**src/rtl/mul_seq_unit.sv**
```systemverilog
// mul_seq_unit: iterative shift-add multiplier answering the ALU's
// MUL/MULH/MULHSU/MULHU requests. A one-entry product cache lets a
// high/low pair on the same operands share one computation.
module mul_seq_unit #(
   parameter int         BITS_PER_CYCLE = 4,
   parameter logic [3:0] OP_MUL         = 4'd11,
   parameter logic [3:0] OP_MULH        = 4'd12,
   parameter logic [3:0] OP_MULHSU      = 4'd13,
   parameter logic [3:0] OP_MULHU       = 4'd14
) (
   input  logic        CLK,
   input  logic        nrst,
   input  logic        load_hazard,
   input  logic [31:0] op_a,
   input  logic [31:0] op_b,
   input  logic [3:0]  ALU_op,
   output logic [31:0] res,
   output logic        mul_stall
);

   localparam int N_ITER = 32 / BITS_PER_CYCLE;
   localparam int CW     = $clog2(N_ITER);

   typedef enum logic [1:0] {S_IDLE, S_CALC, S_FIN} state_t;

   state_t         state_q, state_d;
   logic [CW-1:0]  count_q, count_d;
   logic [63:0]    acc_q, acc_d;
   logic [63:0]    mcand_q, mcand_d;    // |a|, shifted left each CALC cycle
   logic [31:0]    mplier_q, mplier_d;  // |b|, shifted right each CALC cycle
   logic           neg_q, neg_d;        // exactly one signed operand negative
   logic [31:0]    lat_a_q, lat_a_d;
   logic [31:0]    lat_b_q, lat_b_d;
   logic           lat_sa_q, lat_sa_d;
   logic           lat_sb_q, lat_sb_d;
   logic           cache_valid_q, cache_valid_d;
   logic [63:0]    cache_prod_q, cache_prod_d;
   logic [31:0]    key_a_q, key_a_d;
   logic [31:0]    key_b_q, key_b_d;
   logic           key_sa_q, key_sa_d;
   logic           key_sb_q, key_sb_d;

   logic           is_mul, req_sa, req_sb, hit, start;
   logic [31:0]    mag_a, mag_b;
   logic [63:0]    partial;

   // Request decode and cache lookup; MUL ignores signedness because the
   // low product half does not depend on it.
   always_comb begin
      is_mul = (ALU_op == OP_MUL) || (ALU_op == OP_MULH) ||
               (ALU_op == OP_MULHSU) || (ALU_op == OP_MULHU);
      req_sa = (ALU_op == OP_MULH) || (ALU_op == OP_MULHSU);
      req_sb = (ALU_op == OP_MULH);
      hit    = cache_valid_q && (op_a == key_a_q) && (op_b == key_b_q) &&
               ((ALU_op == OP_MUL) || ((req_sa == key_sa_q) && (req_sb == key_sb_q)));
      start  = (state_q == S_IDLE) && is_mul && !load_hazard && !hit;
      mag_a  = (req_sa && op_a[31]) ? (~op_a + 32'd1) : op_a;
      mag_b  = (req_sb && op_b[31]) ? (~op_b + 32'd1) : op_b;
   end

   // Sum of the BITS_PER_CYCLE partial products retired this CALC cycle.
   always_comb begin
      // NOTE: every variable assigned in always_comb gets a value before any
      // conditional path, otherwise synthesis infers a latch to hold it.
      partial = '0;
      for (int k = 0; k < BITS_PER_CYCLE; k++) begin
         if (mplier_q[k]) partial = partial + (mcand_q << k);
      end
   end

   // Next-state logic for the IDLE -> CALC -> FIN sequence and the cache.
   always_comb begin
      state_d       = state_q;
      count_d       = count_q;
      acc_d         = acc_q;
      mcand_d       = mcand_q;
      mplier_d      = mplier_q;
      neg_d         = neg_q;
      lat_a_d       = lat_a_q;
      lat_b_d       = lat_b_q;
      lat_sa_d      = lat_sa_q;
      lat_sb_d      = lat_sb_q;
      cache_valid_d = cache_valid_q;
      cache_prod_d  = cache_prod_q;
      key_a_d       = key_a_q;
      key_b_d       = key_b_q;
      key_sa_d      = key_sa_q;
      key_sb_d      = key_sb_q;
      unique case (state_q)
         S_IDLE: begin
            if (start) begin
               state_d  = S_CALC;
               count_d  = '0;
               acc_d    = '0;
               mcand_d  = {32'd0, mag_a};
               mplier_d = mag_b;
               neg_d    = (req_sa & op_a[31]) ^ (req_sb & op_b[31]);
               lat_a_d  = op_a;
               lat_b_d  = op_b;
               lat_sa_d = req_sa;
               lat_sb_d = req_sb;
            end
         end
         S_CALC: begin
            acc_d    = acc_q + partial;
            mcand_d  = mcand_q << BITS_PER_CYCLE;
            mplier_d = mplier_q >> BITS_PER_CYCLE;
            count_d  = count_q + CW'(1);
            if (count_q == CW'(N_ITER - 1)) state_d = S_FIN;
         end
         S_FIN: begin
            cache_prod_d  = neg_q ? (~acc_q + 64'd1) : acc_q;
            key_a_d       = lat_a_q;
            key_b_d       = lat_b_q;
            key_sa_d      = lat_sa_q;
            key_sb_d      = lat_sb_q;
            cache_valid_d = 1'b1;
            state_d       = S_IDLE;
         end
         default: state_d = S_IDLE;
      endcase
   end

   // State registers; reset clears the FSM, datapath and the cache entry.
   always_ff @(posedge CLK or negedge nrst) begin
      // NOTE: sequential state uses non-blocking assignments so every flop
      // samples pre-edge values regardless of statement order.
      if (!nrst) begin
         state_q       <= S_IDLE;
         count_q       <= '0;
         acc_q         <= '0;
         mcand_q       <= '0;
         mplier_q      <= '0;
         neg_q         <= 1'b0;
         lat_a_q       <= '0;
         lat_b_q       <= '0;
         lat_sa_q      <= 1'b0;
         lat_sb_q      <= 1'b0;
         cache_valid_q <= 1'b0;
         cache_prod_q  <= '0;
         key_a_q       <= '0;
         key_b_q       <= '0;
         key_sa_q      <= 1'b0;
         key_sb_q      <= 1'b0;
      end else begin
         state_q       <= state_d;
         count_q       <= count_d;
         acc_q         <= acc_d;
         mcand_q       <= mcand_d;
         mplier_q      <= mplier_d;
         neg_q         <= neg_d;
         lat_a_q       <= lat_a_d;
         lat_b_q       <= lat_b_d;
         lat_sa_q      <= lat_sa_d;
         lat_sb_q      <= lat_sb_d;
         cache_valid_q <= cache_valid_d;
         cache_prod_q  <= cache_prod_d;
         key_a_q       <= key_a_d;
         key_b_q       <= key_b_d;
         key_sa_q      <= key_sa_d;
         key_sb_q      <= key_sb_d;
      end
   end

   // Outputs: result straight from the cache on a hit; stall while a miss
   // is pending or a computation is in flight, and never during reset.
   always_comb begin
      res = '0;
      if (is_mul && hit) res = (ALU_op == OP_MUL) ? cache_prod_q[31:0] : cache_prod_q[63:32];
      mul_stall = nrst && (start || (state_q != S_IDLE));
   end

endmodule

```
**config.mk**
```make
export PLATFORM = sky130hd
export DESIGN_NAME = mul_seq_unit
export DESIGN_NICKNAME = d
export VERILOG_FILES = /design/src/rtl/mul_seq_unit.sv
export SDC_FILE = /design/constraint.sdc
export NUM_CORES = 2
export LEC_CHECK = 0
export ABC_AREA = 1
export CORE_ASPECT_RATIO = 1.5
export CORE_UTILIZATION = 40
export CTS_BUF_LIST = sky130_fd_sc_hd__clkbuf_8 sky130_fd_sc_hd__clkbuf_16
export DETAILED_ROUTE_END_ITERATION = 10
export DONT_BUFFER_PORTS = 1
export HOLD_SLACK_MARGIN = 0.06
export PLACE_DENSITY = 0.58
export SYNTH_ARGS = -nofsm -noshare
export SYNTH_HDL_FRONTEND = slang
export SYNTH_SLANG_ARGS = --single-unit
```
**constraint.sdc**
```tcl
create_clock -name CLK -period 7.39 [get_ports CLK]
set_clock_uncertainty 0.2 [all_clocks]
set_input_delay 2.217 -clock CLK [delete_from_list [all_inputs] [get_ports CLK]]
set_output_delay 2.217 -clock CLK [all_outputs]
set_load 0.03 [all_outputs]
```
==> metrics.txt <==
Worst-path clk slew=0.07 ns; commonest cells after routing, fill and taps aside=buf_4 (1398), nand2_1 (1373), inv_1 (657); syn_nets=5972; Crit path required time=7.67 ns; worst slew pin tran=1.57 ns; sequential area share after synthesis=25.1%; vias in the first global route=43500; first-pass GRT wire length=246000 um; Via-to-Cell Ratio=5.41; # diodes=0; Overall Global Routing Usage=35.0%; CP arrival=8.72 ns; CTS root buf=clkbuf_16; Detailed Route Iter0 Violations=3033; Sw Ratio=48.8%; failing checks=slew limit, setup timing; die area=0.0917 mm^2; share of layout cells above drive strength 1=30.5%; core area=0.0894 mm^2; DRC Markers=0; initial core utilization=40.5%; initial antenna violation count=0; Post-Layout Inst Area=0.0522 mm^2; DR WL/cell=20.1 um; Max Fclk=0.118 GHz; max-cap violation count=0; GR peak layer=met2; Seq pwr share=16.4%; LEAKAGE=0.0260 uW; Tcrit/Tclk final=114%; Clk Latency, worst-skew pair=0.63 ns; async set-or-reset flop fraction in the synthesized netlist=100%; Top FF cell, synth=dfrtp_1; Hold Vio Cnt, Final=0; Logic pwr share=73.8%; Ports=104; Total Wirelength=163000 um; syn avg cell area=6.41 um^2; met1 global-route usage=37.9%; most used cell, CP=buf_4; commonest non-fill, non-tap cell in the layout=buf_4; status=finished, violations left; NumNets Final=7260; Crit. End Element=flip-flop; die span in y=370 um; Slowest-stage cell, CP=dfrtp_2; IO buf count=0; Mapped Area=0.0362 mm^2; hold crit path type=flip-flop to flip-flop; clock share of power=9.8%; Slew headroom=-4.54%; Synth Register Bits=363; power per cell area=446 mW/mm^2; CP Max Fanout=17; Area growth syn-to-layout=44.1%; Tot Pwr=23300 uW; pin count of the biggest net entering global routing=365; Post-Syn Instances=5651; Num CTS Buffers=41; met2 Resource Use GR=63.2%; Cell Int Power=11900 uW; Post-synth EDFFs=0; Net Switching=11400 uW; met3 global-route usage=4.31%; RSZ-0062 raised after global routing=true; Pins Over Slew Limit=62; nature of the critical path startpoint=flip-flop; dpl hpwl=129000 um; Worst VDD drop=0.497 mV; critical path class=flip-flop to flip-flop; Hold Slack=0.269 ns; final core utilization=58.4%; post-route ant nets=0; Fin Setup TNS=-20.72 ns; clock period minus worst slack=8.45 ns; Longest Clk Path Bufs=3; DR vias=44000; synth unique cells=68; chip width=248 um; DRT Pass-1 Iters=6; fin worst setup slack=-1.06 ns; post-placement cell area=0.0475 mm^2; row cnt=134; CP max stage delay=0.45 ns; CTS tree=yes; H-tree levels=2; Yosys Warn Count=0; Setup-failing EPs final=36; CTS sink count=363; remaining global-route overflow=0; gp weighted congestion=0.999
[metal layers]
metal,vias to the layer above,share of wire (%)
met5,-,0
met4,0,8.0
met3,514,4.9
met2,1352,50
met1,20600,37
li1,21500,-
[worst max-delay path, delay by kind of cell, from the launching register on]
| family | cells | cell delay [ns] |
|---|---|---|
| buffers and inverters | 12 | 1.66 |
| adders and majority gates | 4 | 1.27 |
| DFF | 1 | 0.45 |
| AOI/OAI and AO/OA | 18 | 2.93 |
| and+or+nand+nor | 13 | 1.55 |
| xor gates and xnor gates | 1 | 0.21 |
[registers in the layout, summed over array words and instances, names as in the netlist, 2 cells and up]
name	count
key_a_q	32
state_q	2
lat_a_q	32
mcand_q	64
lat_b_q	32
cache_prod_q	64
acc_q	64
count_q	3
mplier_q	32
key_b_q	32
[timing repair]
action,4_1_cts,5_1_grt
resized for setup,276,413
pin swaps,29,75
gates cloned,0,1
endpoints found under the setup margin,45,49
hold buffers,0,0
setup buffers,22,33
[layout make-up]
cell class	instances	area (um^2)
repair buffers	1414	10800
inverters	683	2570
flip-flops and latches	363	9090
fillers	8796	37200
clock buffers	48	1120
well taps	1156	1450
clock inverters	26	358
multi-input cells	4436	26800
[cell usage after synthesis (5+ instances only)]
cell type | number | share of area (%)
o211ai_1 | 59 | 1.2
o21a_1 | 31 | 0.64
nor2_4 | 5 | 0.16
or2_2 | 31 | 0.54
and2_1 | 20 | 0.35
nor4_1 | 49 | 0.85
and3_1 | 8 | 0.14
nand4_1 | 38 | 0.66
a21o_1 | 44 | 0.91
clkbuf_1 | 107 | 1.1
nand3_1 | 323 | 4.5
a221oi_1 | 15 | 0.36
buf_1 | 22 | 0.23
or2_1 | 9 | 0.16
nor2_1 | 503 | 5.2
a21oi_1 | 461 | 6.4
o21ai_0 | 504 | 7.0
nor2_2 | 6 | 0.10
a31oi_1 | 83 | 1.4
a21boi_0 | 16 | 0.33
buf_2 | 38 | 0.53
xor2_1 | 170 | 4.1
o21bai_1 | 18 | 0.37
o22ai_1 | 49 | 0.85
nor3_1 | 60 | 0.83
a211oi_1 | 9 | 0.19
dfrtp_1 | 363 | 25
o221ai_1 | 8 | 0.19
nand2_1 | 1435 | 15
o21ai_2 | 14 | 0.34
o21ai_1 | 66 | 0.91
xnor2_1 | 70 | 1.7
nand3b_1 | 12 | 0.25
inv_1 | 668 | 6.9
a21oi_2 | 7 | 0.17
inv_2 | 14 | 0.15
ha_1 | 246 | 8.5
nand2_2 | 16 | 0.28
o31ai_1 | 13 | 0.27
[through the flow]
| stage | std cells | setup slack [ns] |
|---|---|---|
| after floorplan | 5651 | -0.0484 |
| after global placement | 7996 | -1.90 |
| after detailed placement | 7996 | -1.99 |
| after CTS | 8092 | -1.01 |
| after global routing | 8126 | -1.54 |
| final | 8126 | -1.06 |
[power by group through the flow]
stage | registers [uW] | logic (uW) | clock network (uW)
2_1_floorplan | 3510 | 7640 | 0
3_3_place_gp | 3750 | 15000 | 0
3_5_place_dp | 3770 | 15100 | 0
4_1_cts | 3760 | 15700 | 2320
5_1_grt | 3910 | 18500 | 2380
6_report | 3810 | 17200 | 2280
[logic make-up (layout without fill, tap and decap cells)]
kind of cell / after synthesis / count (layout) / synth area share, %
AO/OA/AOI/OAI: 1418 / 1418 / 22.2
XOR/XNOR: 240 / 240 / 5.81
adder cells (fa/ha/maj): 250 / 250 / 8.72
buffers and inverters: 852 / 2171 / 9.02
flip-flops: 363 / 363 / 25.1
multiplexers: 1 / 1 / 0.0276
AND/OR/NAND/NOR: 2527 / 2527 / 29.2
[worst paths after layout]
path	from	end	slack, ns	cells past startpoint
setup / recovery	mplier_q[0]	acc_q[63]	-1.06	48
hold / removal	cache_valid_q	cache_valid_q	0.27	1
setup reg to reg	mplier_q[0]	acc_q[63]	-1.06	48
hold reg to reg	cache_valid_q	cache_valid_q	0.27	1
max in group asynchronous	nrst	cache_prod_q[56]	4.63	0
min in group asynchronous	nrst	mcand_q[27]	1.08	0
Note: power is estimated with default switching activity, not from simulation.
